[config.mk]
export PLATFORM = sky130hd
export DESIGN_NAME = pbpix_rr_arbiter
export DESIGN_NICKNAME = d
export VERILOG_FILES = /design/src/rtl/pbpix_rr_arbiter_pkg.sv /design/src/rtl/pbpix_rr_arbiter_pick.sv /design/src/rtl/pbpix_rr_arbiter.sv
export SDC_FILE = /design/constraint.sdc
export NUM_CORES = 1
export LEC_CHECK = 0
export ABC_AREA = 1
export CORE_MARGIN = 2
export CORE_UTILIZATION = 43
export DETAILED_ROUTE_END_ITERATION = 7
export GPL_TIMING_DRIVEN = 0
export PLACE_DENSITY = 0.86
export SKIP_CTS_REPAIR_TIMING = 1
export SYNTH_ARGS = -nofsm -noshare
export SYNTH_HDL_FRONTEND = slang
export SYNTH_SLANG_ARGS = --single-unit
[constraint.sdc]
create_clock -name i_clk -period 4.2 [get_ports i_clk]
set_input_delay 0.42 -clock i_clk [delete_from_list [all_inputs] [get_ports i_clk]]
set_output_delay 0.42 -clock i_clk [all_outputs]
set_load 0.01 [all_outputs]
[src/rtl/pbpix_rr_arbiter_pkg.sv]
// Shared types for the pbpix round-robin arbiter.
package PbArbPkg;

  typedef enum logic {
    IDLE  = 1'b0,
    GRANT = 1'b1
  } arb_state_t;

  localparam int unsigned N_REQ_DEF = 4;
  localparam int unsigned IDW = $clog2(N_REQ_DEF);

  typedef logic [IDW-1:0] src_t;

  // Width of a counter able to hold the value 0..burst inclusive.
  function automatic int unsigned cnt_width(input int unsigned burst);
    return $clog2(burst + 1);
  endfunction

endpackage

[src/rtl/pbpix_rr_arbiter_pick.sv]
// Rotated priority pick: first set bit of 'eligible' at or above 'ptr',
// wrapping around to index 0.
module pbpix_rr_pick #(
  parameter int unsigned N  = 4,
  parameter int unsigned IW = 2
) (
  input  logic [N-1:0]  eligible,
  input  logic [IW-1:0] ptr,
  output logic [IW-1:0] idx,
  output logic          found
);

  logic [IW-1:0] cand;

  // Scan N positions starting at ptr; first hit wins.
  always_comb begin
    idx   = '0;
    found = 1'b0;
    cand  = '0;
    for (int unsigned i = 0; i < N; i++) begin
      cand = IW'((32'(ptr) + i) % N);
      if (!found && eligible[cand]) begin
        found = 1'b1;
        idx   = cand;
      end
    end
  end

endmodule

[src/rtl/pbpix_rr_arbiter.sv]
// Round-robin arbiter sharing one pbpix output channel among N_REQ producers.
// Bursts of up to BURST beats per grant, single-entry registered output.
module pbpix_rr_arbiter
  import PbArbPkg::*;
#(
  parameter int unsigned N_REQ = 4,
  parameter int unsigned DW    = 16,
  parameter int unsigned BURST = 8,
  parameter int unsigned IDW   = $clog2(N_REQ)
) (
  input  logic                      i_clk,
  input  logic                      i_rst,
  input  logic [N_REQ-1:0]          in_rdy,
  output logic [N_REQ-1:0]          in_ack,
  input  logic [N_REQ-1:0]          in_zero,
  input  logic [N_REQ-1:0][DW-1:0]  in_data,
  input  logic [N_REQ-1:0]          cfg_mask,
  output logic                      out_rdy,
  input  logic                      out_ack,
  output logic                      out_zero,
  output logic [DW-1:0]             out_data,
  output logic [IDW-1:0]            out_src,
  output logic                      out_last,
  output logic                      busy
);

  localparam int unsigned CW = cnt_width(BURST);

  arb_state_t     state_q, state_d;
  logic [IDW-1:0] grant_q, grant_d;
  logic [IDW-1:0] ptr_q,   ptr_d;
  logic [CW-1:0]  cnt_q,   cnt_d;

  logic           ob_vld_q,  ob_vld_d;
  logic           ob_zero_q, ob_zero_d;
  logic [DW-1:0]  ob_data_q, ob_data_d;
  logic [IDW-1:0] ob_src_q,  ob_src_d;
  logic           ob_last_q, ob_last_d;

  logic [IDW-1:0] pick_idx;
  logic           pick_found;
  logic           accept;
  logic           last_beat;
  logic [IDW-1:0] next_ptr;

  pbpix_rr_pick #(
    .N  (N_REQ),
    .IW (IDW)
  ) u_pick (
    .eligible (in_rdy & ~cfg_mask),
    .ptr      (ptr_q),
    .idx      (pick_idx),
    .found    (pick_found)
  );

  // Arbitration FSM, burst counting and output-buffer next state.
  always_comb begin
    state_d   = state_q;
    grant_d   = grant_q;
    ptr_d     = ptr_q;
    cnt_d     = cnt_q;
    ob_vld_d  = ob_vld_q;
    ob_zero_d = ob_zero_q;
    ob_data_d = ob_data_q;
    ob_src_d  = ob_src_q;
    ob_last_d = ob_last_q;
    in_ack    = '0;
    accept    = 1'b0;
    last_beat = (cnt_q == CW'(BURST - 1));
    next_ptr  = (grant_q == IDW'(N_REQ - 1)) ? '0 : grant_q + IDW'(1);

    case (state_q)
      IDLE: begin
        if (pick_found) begin
          grant_d = pick_idx;
          cnt_d   = '0;
          state_d = GRANT;
        end
      end
      GRANT: begin
        in_ack[grant_q] = !ob_vld_q || out_ack;
        accept          = in_rdy[grant_q] && (!ob_vld_q || out_ack);
        if (!in_rdy[grant_q]) begin
          state_d = IDLE;
          ptr_d   = next_ptr;
        end else if (accept) begin
          cnt_d = cnt_q + CW'(1);
          if (last_beat) begin
            state_d = IDLE;
            ptr_d   = next_ptr;
          end
        end
      end
      default: state_d = IDLE;
    endcase

    // An accept in the same cycle as out_ack refills rather than drains.
    if (accept) begin
      ob_vld_d  = 1'b1;
      ob_zero_d = in_zero[grant_q];
      ob_data_d = in_zero[grant_q] ? '0 : in_data[grant_q];
      ob_src_d  = grant_q;
      ob_last_d = last_beat;
    end else if (out_ack) begin
      ob_vld_d  = 1'b0;
    end
  end

  // State, pointer, counter and output buffer registers.
  always_ff @(posedge i_clk or posedge i_rst) begin
    if (i_rst) begin
      state_q   <= IDLE;
      grant_q   <= '0;
      ptr_q     <= '0;
      cnt_q     <= '0;
      ob_vld_q  <= 1'b0;
      ob_zero_q <= 1'b0;
      ob_data_q <= '0;
      ob_src_q  <= '0;
      ob_last_q <= 1'b0;
    end else begin
      state_q   <= state_d;
      grant_q   <= grant_d;
      ptr_q     <= ptr_d;
      cnt_q     <= cnt_d;
      ob_vld_q  <= ob_vld_d;
      ob_zero_q <= ob_zero_d;
      ob_data_q <= ob_data_d;
      ob_src_q  <= ob_src_d;
      ob_last_q <= ob_last_d;
    end
  end

  assign out_rdy  = ob_vld_q;
  assign out_zero = ob_zero_q;
  assign out_data = ob_data_q;
  assign out_src  = ob_src_q;
  assign out_last = ob_last_q;
  assign busy     = (state_q == GRANT) || ob_vld_q;

endmodule

==> out/metrics.csv, run 1 <==
stage,metric,value,unit
hold_path,min_path_type,reg -> reg,
cts,cts_root_buf,clkbuf_8,
detailed_routing,ant_nets,0,
setup_path,worstPathMaxFanout,11,
pwr,ir_drop,0.327,mV
pwr,p_seq_share,23.4,%
die,coreArea,4660,sq um
die,dieHeight,72.9,um
timing,final.period_utilization,68.2,%
pwr,internal_power,1.11,mW
yosys,syn-num-nets,360,
global_route,grt_usage,25.8,%
outcome,outcome,"complete, no violations",
timing,rsz0062_at_grt,false,
pwr,p_leak,1.47,nW
timing,final-hold-violation-count,0,
detailed_routing,vias_per_cell,5.37,
yosys,synth_warnings,0,
timing,clock_skew,0.00719,ns
setup_path,worst_setup_path_end_kind,output port,
die,die_width,72.9,um
place,globalplace.congestion,0.944,
pwr,powerDensity,627,nW/um^2
detailed_routing,drtIter0Drc,112,
setup_path,path_cells,inv_1 -> buf_4 -> clkbuf_1 -> ha_1 -> inv_1 -> nor2_1 -> clkdlybuf4s50_1,
pwr,clkPwrFrac,11.7,%
yosys,synth_common_cells,"51 x nor2_1, 48 x nand2_1, 36 x o21ai_0, 30 x dfrtp_1, 21 x nand3_1",
yosys,synthFlopType,dfrtp_1,
setup_path,crit_top_cell,inv_1,
yosys,synthXorXnorAreaFrac,0.429,%
global_route,grt_pass1_wl,10500,um
setup_path,cp.arrival,2.44,ns
setup_path,cp_top_family,buffers and inverters,
yosys,synth_top_family_by_area,simple AND/OR/NAND/NOR gates,
timing,setup_violations,0,
yosys,async_flop_share,100,%
job,cap_violations,0,
cts,cts_tree,done,
timing,timing.fmax,349,MHz
cts,numCtsBuffers,5,
setup_path,worstSetupStartpointType,register,
detailed_routing,vias,2373,
pwr,power,2.03,mW
yosys,ys_ff_latch,30,
global_route,overflow,0,
setup_path,crit_path_max_incr_delay,0.55,ns
layout,syn_to_final_growth,58.8,%
yosys,muxShareOfSynthArea,0,%
detailed_routing,wire_per_inst,14.6,um
hold_path,hold_start,out_last,
detailed_routing,first_pass_iters,5,
setup_path,crit_type,reg -> out,
global_route,grt_pass1_vias,2306,
layout,diodes,0,
yosys,yosysSeqAreaShare,36.8,%
timing,holdWs,0.486,ns
timing,worstMarginPinSlew,1.14,ns
yosys,synth-edff-count,0,
cts,clkLatencyLatePin,0.28,ns
pwr,sw_frac_of_total,45.6,%
detailed_routing,drc,0,
yosys,synthSimpleGateAreaFrac,29.1,%
die,start_util,43.8,%
place,hpwlAfterDp,5060,um
die,rows,25,
setup_path,crit_slowest_cell,clkdlybuf4s50_1,
cts,clock_path_buffers,2,
place,dp_worst_setup_slack,1.69,ns
timing,max_slew_margin,24.2,%
yosys,syn_inst,276,
die,dieArea,5310,sq um
yosys,netlist_area,2040,sq um
yosys,synth.top_cell.area_share,36.8,%
layout,fillCellCount,383,
setup_path,required,3.78,ns
timing,fin_ws,1.34,ns
pwr,p_sw,925,uW
cts,cts.sinks,30,
yosys,synth_cell_types,28,
timing,period_needed,2.86,ns
yosys,yosysMostFrequentCell,nor2_1,
detailed_routing,wirelength,6470,um
setup_path,cp-startpoint,grant_q[0],
yosys,syn_area_per_cell,7.39,sq um
pwr,power_frac_comb,64.9,%
place,numPortBuffers,104,
yosys,ys_top_cells_by_area,"dfrtp_1 37%, nor2_1 9.4%, o21ai_0 8.8%",
cts,htree_levels,2,
layout,fin_nets,471,
setup_path,crit_buf_inv,5,
global_route,grt_max_degree,31,
yosys,synth.largest_area_cell,dfrtp_1,
cts,clk_pin_slew,0.07,ns
yosys,synth_fa_ha_area_share,3.07,%
layout,drive_gt1_share,7.47,%
timing,tns,0,ns
timing,maxSlewViolCount,0,
die,num_io_pins,105,
setup_path,r2r_start,grant_q[0],
yosys,synth-compound-area-share,22.7,%
global_route,antenna_found_initial,0,
## sequential cells by signal (all words and copies together), names as in the netlist
| name | count |
|---|---|
| out_data | 16 |
| cnt_q | 4 |
| grant_q | 2 |
| out_src | 2 |
| ptr_q | 2 |
| out_last | 1 |
| out_rdy | 1 |
| out_zero | 1 |
| state_q | 1 |
## placed cells by master, fill, tap and decap left out
| cell | synthesis | layout |
|---|---|---|
| ha_1 | 5 | 5 |
| inv_2 | 1 | 1 |
| dfrtp_1 | 30 | 30 |
| clkbuf_8 | 0 | 6 |
| o21ai_0 | 36 | 36 |
| buf_2 | 3 | 3 |
| nand3_2 | 2 | 2 |
| o31ai_1 | 1 | 1 |
| o21ai_1 | 1 | 1 |
| nand2_2 | 4 | 4 |
| a21oi_1 | 2 | 2 |
| buf_6 | 2 | 2 |
| a22o_4 | 1 | 1 |
| clkinv_2 | 0 | 1 |
| a22o_1 | 15 | 15 |
| nor2_1 | 51 | 51 |
| buf_1 | 1 | 1 |
| buf_4 | 3 | 3 |
| clkbuf_1 | 7 | 8 |
| nand4_4 | 1 | 1 |
| o22ai_2 | 1 | 1 |
| nand2_1 | 48 | 48 |
| o22ai_1 | 16 | 16 |
| clkdlybuf4s50_1 | 0 | 104 |
| nand3_1 | 21 | 21 |
| nand4_1 | 3 | 3 |
| inv_1 | 16 | 16 |
| xnor2_1 | 1 | 1 |
| nor2_8 | 1 | 1 |
| or2_2 | 2 | 2 |
| inv_4 | 1 | 1 |
## cell type report
class                   count  area, sq um  area share (%)
clock inverters             1         5.00           0.154
multi-input cells         212         1130            34.9
repair buffers            104         1040            32.1
well taps                  54         67.6            2.08
plain buffers              16         90.1            2.78
flip-flops and latches     30          751            23.2
inverters                  18         70.1            2.16
clock buffers               7         86.3            2.66
## worst paths after layout
| kind | to | slack, ns | cells past startpoint |
|---|---|---|---|
| worst max-delay path | in_ack[2] | 1.34 | 7 |
| worst min register to register | out_last | 0.49 | 2 |
| max in group asynchronous | out_data[14] | 2.78 | 2 |
| worst min-delay path | out_last | 0.49 | 2 |
| min in group asynchronous | out_rdy | 0.74 | 2 |
| worst max register to register | ptr_q[1] | 2.41 | 6 |
## power groups by stage
stage                     registers (mW)  clock network [mW]  logic, mW
after floorplan                    0.498                   0      0.814
after global placement             0.474                   0       1.28
after detailed placement           0.477                   0       1.31
after CTS                          0.475               0.242       1.32
after global routing               0.488               0.255       1.46
final                              0.475               0.238       1.32
## through the flow
step                      cell area [sq um]  util (%)  cells
after floorplan                        2040         -    276
after global placement                 3150      67.6    434
after detailed placement               3150      67.6    434
after CTS                              3240      69.5    442
after global routing                   3240      69.5    442
final                                  3240      69.5    442
## cells by family after synthesis
group,count (synthesis)
AO/OA/AOI/OAI,73
XOR/XNOR,1
adder cells (fa/ha/maj),5
buffers and inverters,34
flip-flops,30
AND/OR/NAND/NOR,133
## layer usage
layer	track usage [%]	routed length (um)
met1	30.4	2610
met4	8.64	89
met2	45.1	3220
met5	0	0
met3	7.04	554
## worst reg2reg max path: cells and delay by family (launching register included)
kind / cells / cell delay, ns
fa+ha+maj: 1 / 0.34
simple gates: 1 / 0.10
compound gates: 1 / 0.04
flops: 1 / 0.43
buf+inv: 3 / 0.75
(Power assumes the default switching activity.)
==> inputs of run 2 (changes only) <==
Settings changed: CORE_UTILIZATION 43 to 40, PLACE_DENSITY 0.86 to 0.81.
Clock period 4.2 ns to 2.7 ns, I/O delays scaled along.
==> out/metrics.csv, run 2 (synthesis gave the netlist of run 1 again) <==
stage,metric,value,unit,change
outcome,outcome,"complete, no violations",,unchanged
layout,largest_register_ffs,16,,unchanged
place,hpwlAfterDp,5110,um,was 5060 um
die,num_io_pins,105,,unchanged
setup_path,path_cells,inv_1 -> buf_2 -> ha_1 -> inv_1 -> nor2_1 -> clkdlybuf4s50_1,,was inv_1 -> buf_4 -> clkbuf_1 -> ha_1 -> inv_1 -> nor2_1 -> clkdlybuf4s50_1
setup_path,crit_path_max_incr_delay,0.55,ns,about the same
setup_path,worst_setup_path_end_kind,output port,,unchanged
timing,setup_violations,0,,unchanged
pwr,powerDensity,978,nW/um^2,was 627 nW/um^2
timing,clock_skew,0.00699,ns,was 0.00719 ns
cts,htree_levels,2,,unchanged
setup_path,worstSetupStartpointType,register,,unchanged
layout,syn_to_final_growth,59.2,%,was 58.8%
detailed_routing,drtIter0Drc,139,,was 112
die,die_width,75.4,um,was 72.9 um
place,numPortBuffers,104,,unchanged
hold_path,min_path_type,reg -> reg,,unchanged
die,rows,25,,unchanged
die,dieArea,5690,sq um,was 5310 sq um
cts,clkLatencyLatePin,0.29,ns,was 0.28 ns
layout,fin_nets,469,,was 471
die,start_util,42.4,%,was 43.8%
setup_path,rrSetupSlack,0.83,ns,was 2.41 ns
setup_path,cp.arrival,2.06,ns,was 2.44 ns
global_route,grt_pass1_vias,2269,,was 2306
place,globalplace.congestion,0.930,,was 0.944
timing,timing.fmax,428,MHz,
global_route,antenna_found_initial,0,,unchanged
setup_path,crit_slowest_cell,clkdlybuf4s50_1,,unchanged
cts,cts_tree,done,,unchanged
timing,max_slew_margin,21.8,%,was 24.2%
setup_path,crit_buf_inv,4,,was 5
timing,fin_ws,0.366,ns,was 1.34 ns
global_route,grt_usage,24.8,%,was 25.8%
layout,post-route-util,67.5,%,was 69.5%
timing,worstMarginPinSlew,1.17,ns,was 1.14 ns
setup_path,cp.depth,6,,was 7
detailed_routing,drc,0,,unchanged
layout,most-common-layout-cells,"104 x clkdlybuf4s50_1, 51 x nor2_1, 48 x nand2_1",,unchanged
place,dp_worst_setup_slack,0.302,ns,was 1.69 ns
job,cap_violations,0,,unchanged
setup_path,worstPathMaxFanout,20,,was 11
layout,drive_gt1_share,7.51,%,was 7.47%
timing,maxSlewViolCount,0,,unchanged
die,dieHeight,75.4,um,was 72.9 um
setup_path,crit_type,reg -> out,,unchanged
die,coreArea,4820,sq um,was 4660 sq um
cts,cts.sinks,30,,unchanged
detailed_routing,wirelength,6780,um,was 6470 um
layout,diodes,0,,unchanged
timing,final-hold-violation-count,0,,unchanged
setup_path,worst_setup_path_endpoint,in_ack[0],,was in_ack[2]
setup_path,cp_top_family,buffers and inverters,,unchanged
detailed_routing,wire_per_inst,15.0,um,was 14.6 um
global_route,grt_pass1_wl,10600,um,was 10500 um
setup_path,r2r_start,grant_q[0],,unchanged
timing,rsz0062_at_grt,false,,unchanged
pwr,power,3.18,mW,was 2.03 mW
layout,regArea,751,sq um,unchanged
global_route,grt_max_degree,31,,unchanged
timing,final.period_utilization,86.4,%,
setup_path,r2r_end,out_data[3],,was ptr_q[1]
layout,final_common_cell,clkdlybuf4s50_1,,unchanged
layout,multi_input_area,1130,sq um,unchanged
setup_path,crit_top_cell,inv_1,,unchanged
pwr,p_leak,1.47,nW,about the same
pwr,ir_drop,0.413,mV,was 0.327 mV
detailed_routing,vias_per_cell,5.23,,was 5.37
cts,numCtsBuffers,5,,unchanged
cts,clk_pin_slew,0.07,ns,about the same
global_route,overflow,0,,unchanged
setup_path,required,2.43,ns,was 3.78 ns
setup_path,rr_worst_depth,7,,was 6
detailed_routing,first_pass_iters,5,,unchanged
timing,period_needed,2.33,ns,
cts,clock_path_buffers,2,,unchanged
detailed_routing,vias,2371,,was 2373
layout,fillCellCount,439,,was 383
detailed_routing,ant_nets,0,,unchanged
setup_path,cp-startpoint,grant_q[1],,was grant_q[0]
cts,cts_root_buf,clkbuf_8,,unchanged
## run 2: changes by cell type in the layout (fill, tap and decap cells not counted), sizes merged
cell / change
clkbuf: -2
## run 2: cell type report
| cell class | count | share of cell area [%] |
|---|---|---|
| Multi-Input combinational cell | 212 | 34.8 |
| Timing Repair Buffer | 104 | 32.0 |
| Sequential cell | 30 | 23.1 |
| Clock buffer | 7 | 2.66 |
| Tap cell | 67 | 2.58 |
| Buffer | 14 | 2.54 |
| Inverter | 18 | 2.16 |
| Clock inverter | 1 | 0.154 |
## run 2: report_power, final
part           leakage [nW]  switching (mW)  internal, mW
combinational          1.03            1.17         0.889
sequential            0.386           0.122         0.619
clock                0.0482           0.176         0.205
total                  1.47            1.46          1.71
## run 2: worst min path at each step
stage	slack, ns	cells after the start	to	from
2_1_floorplan	0.36	1	cnt_q[0]	i_rst
3_3_place_gp	0.47	2	out_src[0]	out_src[0]
3_5_place_dp	0.47	2	out_src[0]	out_src[0]
4_1_cts	0.49	2	out_src[0]	out_src[0]
5_1_grt	0.52	2	out_src[0]	out_src[0]
6_report	0.49	2	out_src[0]	out_src[0]
## run 2: layer usage
metal | share of wire [%] | vias to the layer above | GRT usage (%)
li1 | - | 1154 | -
met1 | 42 | 1092 | 30.9
met2 | 49 | 114 | 41.6
met3 | 7.7 | 11 | 6.48
met4 | 1.6 | 0 | 8.97
met5 | 0 | - | 0
## run 2: through the flow
stage / std cells / TNS (ns) / hold WS, ns / area (sq um)
6_report: 453 / 0 / 0.486 / 3250
5_1_grt: 453 / 0 / 0.517 / 3250
4_1_cts: 455 / -0.0213 / 0.490 / 3260
3_5_place_dp: 447 / 0 / 0.475 / 3170
3_3_place_gp: 447 / 0 / 0.473 / 3170
2_1_floorplan: 276 / 0 / 0.361 / 2040
## run 2: worst reg2reg max path, delay by kind of cell, from the launching register on
kind | cells | cell delay (ns)
buffers and inverters | 3 | 0.65
DFF | 1 | 0.44
and+or+nand+nor | 3 | 0.43
AOI/OAI and AO/OA | 1 | 0.25
==> inputs of run 3 (changes only) <==
Settings changed: SKIP_LAST_GASP from default to 1.
==> results of run 3 <==
Final layout, timing and power as in run 2 (identical DEF).
==> variant, RTL diff (flow settings as in run 1) <==
`ob_data_q` no longer has a reset.
--- a/src/rtl/pbpix_rr_arbiter.sv
+++ b/src/rtl/pbpix_rr_arbiter.sv
@@ -115,7 +115,6 @@
       cnt_q     <= '0;
       ob_vld_q  <= 1'b0;
       ob_zero_q <= 1'b0;
-      ob_data_q <= '0;
       ob_src_q  <= '0;
       ob_last_q <= 1'b0;
     end else begin
@@ -125,10 +124,13 @@
       cnt_q     <= cnt_d;
       ob_vld_q  <= ob_vld_d;
       ob_zero_q <= ob_zero_d;
-      ob_data_q <= ob_data_d;
       ob_src_q  <= ob_src_d;
       ob_last_q <= ob_last_d;
     end
+  end
+
+  always_ff @(posedge i_clk) begin
+    ob_data_q <= ob_data_d;
   end
 
   assign out_rdy  = ob_vld_q;
Formal check against the unedited RTL: differs if i_rst is asserted again (counterexample within 4 cycles, from zero or initial values and one cycle with i_rst high); with i_rst held inactive, the same outputs for 4 cycles.
==> variant against run 1 <==
Design area increased by 4.1%. Synthesized area up 5.8%. Power increased by 4.8%. Routed wire length fell by 1.5%. Synthesized cell count is 7.2% higher. Core utilization grew 0.98 points. Count of clock-buffer cells in the layout is the same. Sequential cell count did not move. Non-clock buffer count down 1. Sequential power rose by 14%. Worst setup slack improved by 0.27 ns. Register-to-register slack lost 0.15 ns. Critical path type unchanged. Critical endpoint unchanged. Highest routed layer unchanged.
==> variant: results (changes against run 1) <==
layout cells sized above 1: 10.78% (+3.3 points)
Seq/Total Area, Yosys: 38.49% (+1.7 points)
antenna violations before repair: 0 (unchanged)
largest net degree at the start of global routing: 18 (-42%)
CTS H-Tree Depth: 2 (unchanged)
Total Routing Usage GR: 23.71% (-2.0 points)
IO Port Bufs: 104 (unchanged)
FF-to-FF setup slack: 2.26 ns (-0.15 ns)
Post-Route WL: 6.377 mm (-1.5%)
ANT cells: 0 (unchanged)
Largest register FFs: 16 (unchanged)
routability cong.: 0.8617 (-8.7%)
status: complete, no violations
clock slew at reported path FFs: 0.07 ns (about the same)
worst-path maximum fanout: 11 (unchanged)
Register-to-Register Path Depth: 6 (unchanged)
HP Class: input pin to async pin
via count: 2366 (-0.29%)
hpwl dp: 4.979 mm (-1.7%)
vias in the first global route: 2305 (-0.043%)
Distinct cells, synth: 29 (+3.6%)
Async SR Flop Fraction: 46.67% (-53 points)
Post-Route Skew: 0.006447 ns (-0.0007405 ns)
Pleak: 1.538 nW (+4.8%)
DRC: 0 (unchanged)
root buffer cell: clkbuf_8
Max VDD drop: 0.4029 mV (+23%)
nets@finish: 491 (+4.2%)
Slew HR: 56.22% (+32 points)
DP Worst Slack: 1.869 ns (+0.1795 ns)
clk_lat worst skew: 0.28 ns (about the same)
Starting DRT DRC Count: 181 (+62%)
synth cell count leaders: nand2_1, nor2_1, o21ai_0
first-pass GRT wire length: 10.15 mm (-3.5%)
internal power: 1.179 mW (+6.7%)
Net Count, Synth: 380 (+5.6%)
Max Root-Sink Buffers: 2 (unchanged)
FF-to-FF End: out_data[2]$_SDFFCE_PP0P_
Reg-to-Reg Start: grant_q[0]$_DFFE_PP0P_
ranking of synthesized cells by area: edfxtp_1, dfrtp_1, nand2_1
YS warnings: 0 (unchanged)
CP arrival: 2.18 ns (-0.26 ns)
TritonCTS buffer count: 5 (unchanged)
EDFF count, synth: 16 (+16)
DRT Pass-1 Iters: 4 (-1)
[variant: cell types whose count changed after synthesis, moves of 5 or more]
cell / change
a22o_1: -15
clkbuf_1: -5
dfrtp_1: -16
edfxtp_1: +16
inv_1: +15
nand2_1: +15
nand3_1: -5
nor2_1: -5
[variant: worst max-delay path by stage]
stage	startpoint	endpoint	cells after the start	slack, ns
floorplan	grant_q[0]$_DFFE_PP0P_	out_data[0]$_SDFFCE_PP0P_	6	2.54
global placement	grant_q[1]$_DFFE_PP0P_	in_ack[1]	8	1.89
detailed placement	in_rdy[2]	out_data[6]$_SDFFCE_PP0P_	5	1.87
CTS	grant_q[0]$_DFFE_PP0P_	in_ack[2]	8	1.57
global route	grant_q[1]$_DFFE_PP0P_	in_ack[1]	8	1.45
finish	grant_q[0]$_DFFE_PP0P_	in_ack[2]	8	1.60
[variant: critical path, cell delays in order, from the launching register on]
cell	delay [ns]
dfrtp_1	0.42
buf_6	0.16
inv_4	0.06
buf_6	0.12
buf_2	0.26
ha_1	0.20
inv_1	0.04
nor2_1	0.09
clkdlybuf4s50_1	0.56
[variant: cell type report]
cell class | instances | area (um2)
tap | 67 | 83.83
buffer | 15 | 107.6
fill | 405 | 1411
clock buffer | 7 | 86.33
clock inverter | 1 | 5.005
multi-input combinational | 214 | 1076
timing repair buffer | 104 | 1041
sequential | 30 | 830.8
inverter | 37 | 143.9
[variant: through the flow]
stage | hold slack [ns] | area (um2) | cells | total power [mW]
detailed placement | 0.4778 | 3283 | 467 | 1.891
global route | 0.5065 | 3374 | 475 | 2.315
floorplan | 0.3092 | 2158 | 296 | 1.407
global placement | 0.4719 | 3283 | 467 | 1.850
finish | 0.4769 | 3374 | 475 | 2.128
CTS | 0.4839 | 3374 | 475 | 2.136
[variant: cells by family (layout without fill, tap and decap cells)]
group                      count (synthesis)  after routing  share of synthesized area [%]
and+or+nand+nor                          146            146                          30.84
AOI/OAI and AO/OA                         63             63                          16.12
DFF                                       30             30                          38.49
buffers and inverters                     52            164                          11.65
adders and majority gates                  5              5                          2.899
[variant: power by group through the flow]
stage                     Combinational, mW  Sequential, mW  Clock, mW
final                                  1.35           0.541      0.240
after global routing                   1.50           0.559      0.258
after CTS                              1.35           0.542      0.245
after detailed placement               1.34           0.547          0
after global placement                 1.31           0.542          0
after floorplan                       0.824           0.582          0
[variant: per-layer routing]
metal | vias to the layer above | global-route usage, % | wire [um]
met1 | 1081 | 27.47 | 2660
met2 | 78 | 42.69 | 3245
met3 | 11 | 4.953 | 345
met5 | - | 0 | 0
li1 | 1196 | - | -
met4 | 0 | 9.127 | 125
